### config.mk
export PLATFORM = sky130hd
export DESIGN_NAME = mp3_ui_display
export DESIGN_NICKNAME = d
export VERILOG_FILES = /design/src/rtl/mp3_ui_pkg.sv /design/src/rtl/mp3_ui_display_button_debounce.sv /design/src/rtl/mp3_ui_display.sv
export SDC_FILE = /design/constraint.sdc
export NUM_CORES = 1
export LEC_CHECK = 0
export CAP_MARGIN = 10
export CORE_MARGIN = 8
export CORE_UTILIZATION = 56
export DETAILED_ROUTE_END_ITERATION = 6
export PLACE_DENSITY = 0.88
export REMOVE_ABC_BUFFERS = 1
export SYNTH_ARGS = -nofsm -noshare
export SYNTH_HDL_FRONTEND = slang
export SYNTH_SLANG_ARGS = --single-unit
### constraint.sdc
create_clock -name clk -period 2.4 [get_ports clk]
set_clock_uncertainty 0.1 [all_clocks]
set_input_delay 0.36 -clock clk [delete_from_list [all_inputs] [get_ports clk]]
set_output_delay 0.36 -clock clk [all_outputs]
set_load 0.01 [all_outputs]
### src/rtl/mp3_ui_pkg.sv
// Shared layout constants, colours and the RGB565 expansion helper for the MP3 UI screen.
package mp3_ui_pkg;

  localparam int COVER_SIZE    = 128;
  localparam int COVER_TOP_OFS = 144;  // cover spans cy-144 .. cy-17
  localparam int SQ_SIZE       = 16;
  localparam int SQ_PITCH      = 24;
  localparam int SEL_X_OFS     = 48;
  localparam int SEL_Y_OFS     = 16;
  localparam int SEG_SIZE      = 16;
  localparam int SEG_PITCH     = 20;
  localparam int VOL_X_OFS     = 160;
  localparam int VOL_Y_OFS     = 80;
  localparam int NUM_SONGS     = 4;
  localparam int VOL_MAX       = 15;

  localparam logic [3:0] VOL_RESET = 4'd8;

  localparam logic [23:0] COL_BG      = 24'h101020;
  localparam logic [23:0] COL_SEL_ON  = 24'hFFFFFF;
  localparam logic [23:0] COL_SEL_OFF = 24'h404040;
  localparam logic [23:0] COL_VOL_ON  = 24'h00C000;
  localparam logic [23:0] COL_VOL_OFF = 24'h303030;

  // Replicate the top bits so full-scale 565 maps to full-scale 888.
  function automatic logic [23:0] rgb565_expand(input logic [15:0] d);
    return {d[15:11], d[15:13], d[10:5], d[10:9], d[4:0], d[4:2]};
  endfunction

endpackage

### src/rtl/mp3_ui_display_button_debounce.sv
// Push-button conditioner: 2-flop synchroniser, stability counter, one-cycle pulse on a
// debounced rising edge.
module button_debounce #(
  parameter int unsigned DEBOUNCE_CYCLES = 2_000_000
) (
  input  logic clk,
  input  logic rst_n,
  input  logic btn_i,
  output logic pulse_o
);

  localparam int unsigned CntW = $clog2(DEBOUNCE_CYCLES + 1);

  logic [1:0]      sync_q;
  logic            stable_q;
  logic [CntW-1:0] cnt_q;
  logic            pulse_q;

  always_ff @(posedge clk or negedge rst_n) begin
    if (!rst_n) begin
      sync_q   <= 2'b00;
      stable_q <= 1'b0;
      cnt_q    <= '0;
      pulse_q  <= 1'b0;
    end else begin
      sync_q  <= {sync_q[0], btn_i};
      pulse_q <= 1'b0;
      // Any return to the stable level restarts the count.
      if (sync_q[1] != stable_q) begin
        if (cnt_q == CntW'(DEBOUNCE_CYCLES - 1)) begin
          stable_q <= sync_q[1];
          cnt_q    <= '0;
          pulse_q  <= sync_q[1];
        end else begin
          cnt_q <= cnt_q + CntW'(1);
        end
      end else begin
        cnt_q <= '0;
      end
    end
  end

  assign pulse_o = pulse_q;

endmodule

### src/rtl/mp3_ui_display.sv
// MP3 player pixel generator: button-driven song/volume state, vsync-latched display copies,
// and a 3-stage render pipeline (cover from BRAM, song selector, volume bar).
module mp3_ui_display
  import mp3_ui_pkg::*;
#(
  parameter int          H_RES           = 640,
  parameter int          V_RES           = 480,
  parameter int unsigned DEBOUNCE_CYCLES = 2_000_000
) (
  input  logic               clk,
  input  logic               rst_n,
  input  logic signed [15:0] i_x,
  input  logic signed [15:0] i_y,
  input  logic               i_next,
  input  logic               i_pre,
  input  logic               i_vol_plus,
  input  logic               i_vol_dec,
  input  logic               i_vs,
  input  logic [15:0]        doutb,
  output logic [7:0]         o_red,
  output logic [7:0]         o_green,
  output logic [7:0]         o_blue,
  output logic [14:0]        addrb
);

  localparam int CX = H_RES / 2;
  localparam int CY = V_RES / 2;

  localparam logic signed [15:0] COV_X0 = 16'(CX - COVER_SIZE / 2);
  localparam logic signed [15:0] COV_X1 = 16'(CX + COVER_SIZE / 2 - 1);
  localparam logic signed [15:0] COV_Y0 = 16'(CY - COVER_TOP_OFS);
  localparam logic signed [15:0] COV_Y1 = 16'(CY - COVER_TOP_OFS + COVER_SIZE - 1);
  localparam logic signed [15:0] SEL_Y0 = 16'(CY + SEL_Y_OFS);
  localparam logic signed [15:0] SEL_Y1 = 16'(CY + SEL_Y_OFS + SQ_SIZE - 1);
  localparam logic signed [15:0] VOL_Y0 = 16'(CY + VOL_Y_OFS);
  localparam logic signed [15:0] VOL_Y1 = 16'(CY + VOL_Y_OFS + SEG_SIZE - 1);

  function automatic logic signed [15:0] sq_x0(input int k);
    return 16'(CX - SEL_X_OFS + SQ_PITCH * k);
  endfunction

  function automatic logic signed [15:0] sq_x1(input int k);
    return 16'(CX - SEL_X_OFS + SQ_PITCH * k + SQ_SIZE - 1);
  endfunction

  function automatic logic signed [15:0] seg_x0(input int i);
    return 16'(CX - VOL_X_OFS + SEG_PITCH * i);
  endfunction

  function automatic logic signed [15:0] seg_x1(input int i);
    return 16'(CX - VOL_X_OFS + SEG_PITCH * i + SEG_SIZE - 1);
  endfunction

  // Buttons
  logic next_p, pre_p, plus_p, dec_p;

  button_debounce #(.DEBOUNCE_CYCLES(DEBOUNCE_CYCLES)) u_db_next (
    .clk(clk), .rst_n(rst_n), .btn_i(i_next), .pulse_o(next_p)
  );
  button_debounce #(.DEBOUNCE_CYCLES(DEBOUNCE_CYCLES)) u_db_pre (
    .clk(clk), .rst_n(rst_n), .btn_i(i_pre), .pulse_o(pre_p)
  );
  button_debounce #(.DEBOUNCE_CYCLES(DEBOUNCE_CYCLES)) u_db_plus (
    .clk(clk), .rst_n(rst_n), .btn_i(i_vol_plus), .pulse_o(plus_p)
  );
  button_debounce #(.DEBOUNCE_CYCLES(DEBOUNCE_CYCLES)) u_db_dec (
    .clk(clk), .rst_n(rst_n), .btn_i(i_vol_dec), .pulse_o(dec_p)
  );

  // UI state and frame latch
  logic [1:0] song_q, disp_song_q;
  logic [3:0] vol_q, disp_vol_q;
  logic [2:0] vs_q;  // [1:0] synchroniser, [2] previous synchronised level

  always_ff @(posedge clk or negedge rst_n) begin
    if (!rst_n) begin
      song_q      <= 2'd0;
      vol_q       <= VOL_RESET;
      disp_song_q <= 2'd0;
      disp_vol_q  <= VOL_RESET;
      vs_q        <= 3'b111;
    end else begin
      vs_q <= {vs_q[1:0], i_vs};
      if (next_p && !pre_p) begin
        song_q <= song_q + 2'd1;
      end else if (pre_p && !next_p) begin
        song_q <= song_q - 2'd1;
      end
      if (plus_p && !dec_p && vol_q != 4'(VOL_MAX)) begin
        vol_q <= vol_q + 4'd1;
      end else if (dec_p && !plus_p && vol_q != 4'd0) begin
        vol_q <= vol_q - 4'd1;
      end
      if (vs_q[2] && !vs_q[1]) begin
        disp_song_q <= song_q;
        disp_vol_q  <= vol_q;
      end
    end
  end

  // Stage 1 decision
  logic        cover_hit, sel_hit, sel_on, vol_hit, vol_on;
  logic [6:0]  cov_ox, cov_oy;
  logic [23:0] colour_d;

  always_comb begin
    cover_hit = (i_x >= COV_X0) && (i_x <= COV_X1) && (i_y >= COV_Y0) && (i_y <= COV_Y1);
    cov_ox    = 7'(i_x - COV_X0);
    cov_oy    = 7'(i_y - COV_Y0);
    sel_hit   = 1'b0;
    sel_on    = 1'b0;
    vol_hit   = 1'b0;
    vol_on    = 1'b0;
    for (int k = 0; k < NUM_SONGS; k++) begin
      if (i_y >= SEL_Y0 && i_y <= SEL_Y1 && i_x >= sq_x0(k) && i_x <= sq_x1(k)) begin
        sel_hit = 1'b1;
        sel_on  = (2'(k) == disp_song_q);
      end
    end
    for (int i = 0; i <= VOL_MAX; i++) begin
      if (i_y >= VOL_Y0 && i_y <= VOL_Y1 && i_x >= seg_x0(i) && i_x <= seg_x1(i)) begin
        vol_hit = 1'b1;
        vol_on  = (4'(i) < disp_vol_q);
      end
    end
    colour_d = COL_BG;
    if (!cover_hit) begin
      if (sel_hit) begin
        colour_d = sel_on ? COL_SEL_ON : COL_SEL_OFF;
      end else if (vol_hit) begin
        colour_d = vol_on ? COL_VOL_ON : COL_VOL_OFF;
      end
    end
  end

  // Pipeline: stage 2 waits for the BRAM word, stage 3 picks the final colour.
  logic        cover_q1, cover_q2;
  logic [23:0] colour_q1, colour_q2;

  always_ff @(posedge clk or negedge rst_n) begin
    if (!rst_n) begin
      addrb     <= 15'd0;
      cover_q1  <= 1'b0;
      cover_q2  <= 1'b0;
      colour_q1 <= 24'd0;
      colour_q2 <= 24'd0;
      o_red     <= 8'd0;
      o_green   <= 8'd0;
      o_blue    <= 8'd0;
    end else begin
      if (cover_hit) begin
        addrb <= {disp_song_q[0], cov_oy, cov_ox};
      end
      cover_q1  <= cover_hit;
      colour_q1 <= colour_d;
      cover_q2  <= cover_q1;
      colour_q2 <= colour_q1;
      {o_red, o_green, o_blue} <= cover_q2 ? rgb565_expand(doutb) : colour_q2;
    end
  end

endmodule

==> results.py <==
metrics = {
    "status": {
        "status": "complete, no violations",
    },
    "synth": {
        "synth_cell_types": 68,
        "yosys_warnings": 0,
        "synth-seq-cells": 166,
        "syn_area_sq_um": 7929,
        "syn_inst": 822,
        "syn_area_per_cell_sq_um": 9.646,
        "ys.flop_type": "dfrtp_1",
        "synthTopCellsByCount": "dfrtp_1, nand2_1, nor2_1, xor2_1, nand3_1",
        "ys_top_cells_by_area": "dfrtp_1, nand2_1, nor2_1",
        "synth-async-reset-ratio_pct": 100.0,
        "synth_seq_area_share_pct": 52.47,
        "synth-edff-count": 0,
        "synthMostInstantiatedCell": "dfrtp_1",
        "yosysTopAreaCellShare_pct": 50.81,
        "yosys.area.top_type": "dfrtp_1",
    },
    "die": {
        "num_io_pins": 94,
        "die_h_microns": 135.0,
        "die_area_sq_um": 18220,
        "coreArea_sq_um": 13880,
        "initial_utilization_pct": 57.12,
        "fp-row-count": 43,
        "die_x_microns": 135.0,
    },
    "global_routing": {
        "grt_pass1_wl_microns": 31630,
        "grt_max_degree": 57,
        "grt-busiest-layer": "met2",
        "grt_util_met2_pct": 35.44,
        "grtUsageMet1_pct": 27.04,
        "overflow": 0,
        "track_usage_pct": 21.37,
        "use_met3_pct": 5.163,
        "first_global_vias": 6568,
        "antenna_found_initial": 0,
    },
    "critical_path": {
        "cp.arrival_ns": 2.56,
        "critPathSlowestCell": "or4_4",
        "cp_common_cell": "or3_1",
        "crit_required_ns": 2.61,
        "path_cells": "dlygate4sd2_1 -> or3_1 -> or4_4 -> nand2b_4 -> a31oi_1 -> a41oi_1 -> o311a_1 -> or3_1",
        "critPathMaxFanout": 4,
        "startpoint": "i_x[5]",
        "r2r_start": "disp_vol_q[1]",
        "crit_type": "input pin to flip-flop",
        "end_kind": "flip-flop",
        "slowest_delay_ns": 0.51,
        "cp-start-kind": "input pin",
    },
    "final_layout": {
        "num_antenna_cells": 0,
        "nets": 1047,
        "fillers": 971,
        "drive_gt1_share_pct": 15.86,
        "syn2layout_area_growth_pct": 29.18,
        "final_core_util_pct": 73.79,
    },
    "clocking": {
        "cts_tree": "built",
        "cts_root_buf": "clkbuf_16",
        "clkSinkCount": 166,
        "insertion_delay_ns": 0.43,
        "cts_buffers": 17,
        "cts.path.max_buffers": 2,
        "htreeDepth": 4,
        "cts.clk_slew.worst_paths_ns": 0.07,
    },
    "routing": {
        "dr.pass1.iters": 5,
        "drt-wirelength-per-cell_microns": 15.64,
        "vias": 6459,
        "route.final.wire_length_microns": 18390,
        "postRouteAntennaNets": 0,
        "vias_per_cell": 5.492,
        "drtIter0Drc": 506,
        "drcViolationCount": 0,
    },
    "sta": {
        "drv_slew": 0,
        "tightest_slew_ns": 0.7443,
        "timing.fmax_mhz": 425.0,
        "finalHoldViolations": 0,
        "post-route-min-period_ns": 2.353,
        "rsz0062_at_grt": "true",
        "relSlewSlack_pct": 50.28,
        "setup_viol": 0,
        "holdWs_ns": 0.2275,
        "timing.final.crit_share_pct": 98.03,
    },
    "placed_design": {
        "gp_congestion": 0.9414,
        "io_buffers": 93,
        "place_hpwl_microns": 13100,
    },
    "power": {
        "p_sw_share_pct": 22.71,
        "pwr-share-comb_pct": 6.7,
        "worst_ir_drop_vdd_mv": 0.5284,
        "seqPwrFrac_pct": 47.6,
        "switchingPower_mw": 1.357,
        "p_int_mw": 4.619,
        "clock_power_share_pct": 45.6,
        "p_leak_nw": 4.687,
        "powerDensity_nw_per_um2": 583.5,
    },
    "hold_path": {
        "hold_path_class": "input pin to flip-flop",
        "hp-start": "i_vs",
    },
    "job": {
        "maxCapViolCount": 0,
    },
}
-- cells by family after synthesis --
| logic type | Yosys count | share of synthesized area, % |
|---|---|---|
| simple gates | 421 | 25.56 |
| xor+xnor | 91 | 10.05 |
| compound gates | 72 | 6.344 |
| flops | 166 | 52.47 |
| buf+inv | 54 | 2.777 |
| fa+ha+maj | 9 | 1.515 |
| mux | 9 | 1.278 |
-- cells in the final DEF, fill, tap and decap left out, types with 8 or more instances in the layout --
cell type / instances
clkbuf_16: 17
o21ai_0: 13
dlygate4sd2_1: 10
nand4_1: 12
nor4_1: 10
nor2_1: 125
or3_1: 8
clkdlybuf4s50_1: 81
a21oi_1: 12
nor3_1: 14
inv_1: 17
mux2_2: 9
buf_4: 82
nand2_1: 125
and3_1: 17
dfrtp_1: 161
ha_1: 8
xor2_1: 51
xnor2_1: 40
nand3_1: 47
-- sequential cells by signal (all words and copies together) (netlist names), 4 cells and up --
signal           count
u_db_dec.cnt_q      21
o_red                7
disp_vol_q           4
vol_q                4
addrb               15
o_green              8
colour_q2            6
u_db_next.cnt_q     21
colour_q1            6
u_db_plus.cnt_q     21
o_blue               7
u_db_pre.cnt_q      21
-- worst paths after layout --
| path | slack [ns] | depth (start not counted) | endpoint |
|---|---|---|---|
| worst max-delay path | 0.05 | 8 | colour_q1[14] |
| worst min register to register | 0.25 | 0 | u_db_plus.sync_q[1] |
| worst max register to register | 0.15 | 7 | colour_q1[14] |
| max in group asynchronous | 1.14 | 3 | colour_q2[21] |
| worst min-delay path | 0.23 | 1 | vs_q[0] |
| min in group asynchronous | 0.33 | 2 | u_db_next.cnt_q[13] |
-- what timing repair did --
item	4_1_cts	5_1_grt
hold buffers	1	0
setup buffers	1	0
endpoints found under the hold margin	47	0
gates resized for setup	20	6
pin swaps	10	6
setup endpoints to repair	4	24
-- cell type report --
class,instances,area (sq um),share of cell area [%]
sequential,166,4160,40.62
clock inverter,13,143.9,1.405
inverter,17,63.81,0.6230
timing repair buffer,179,1588,15.50
clock buffer,19,452.9,4.422
multi-input combinational,602,3608,35.23
tap,180,225.2,2.199
-- critical path, delay by kind of cell --
kind,cells,cell delay [ns]
simple gates,4,1.37
compound gates,3,0.59
buf+inv,1,0.24
-- layer usage --
layer	vias up	share of wire, %	routed length, microns
li1	3106	-	-
met1	3142	44	8106
met2	181	49	9075
met3	30	4.9	896
met4	0	1.7	312
met5	-	0	0
-- metrics by stage --
stage / setup WS, ns / area (sq um) / setup TNS [ns] / std cells / power (mW)
floorplan: -0.04305 / 7772 / -0.6121 / 785 / 3.006
finish: 0.04725 / 10240 / 0 / 1176 / 5.976
detailed placement: -0.5492 / 9579 / -5.134 / 1142 / 3.294
global placement: -0.5490 / 9579 / -4.707 / 1142 / 3.284
CTS: 0.01340 / 10220 / 0 / 1176 / 6.015
global route: -0.02764 / 10240 / -0.09741 / 1176 / 6.191
-- power groups by stage --
stage / logic, mW / registers [mW] / clock network (mW)
2_1_floorplan: 0.112 / 2.89 / 0
3_3_place_gp: 0.388 / 2.90 / 0
3_5_place_dp: 0.397 / 2.90 / 0
4_1_cts: 0.400 / 2.85 / 2.77
5_1_grt: 0.445 / 2.85 / 2.90
6_report: 0.401 / 2.85 / 2.73
Note: power is estimated with default switching activity, not from simulation.
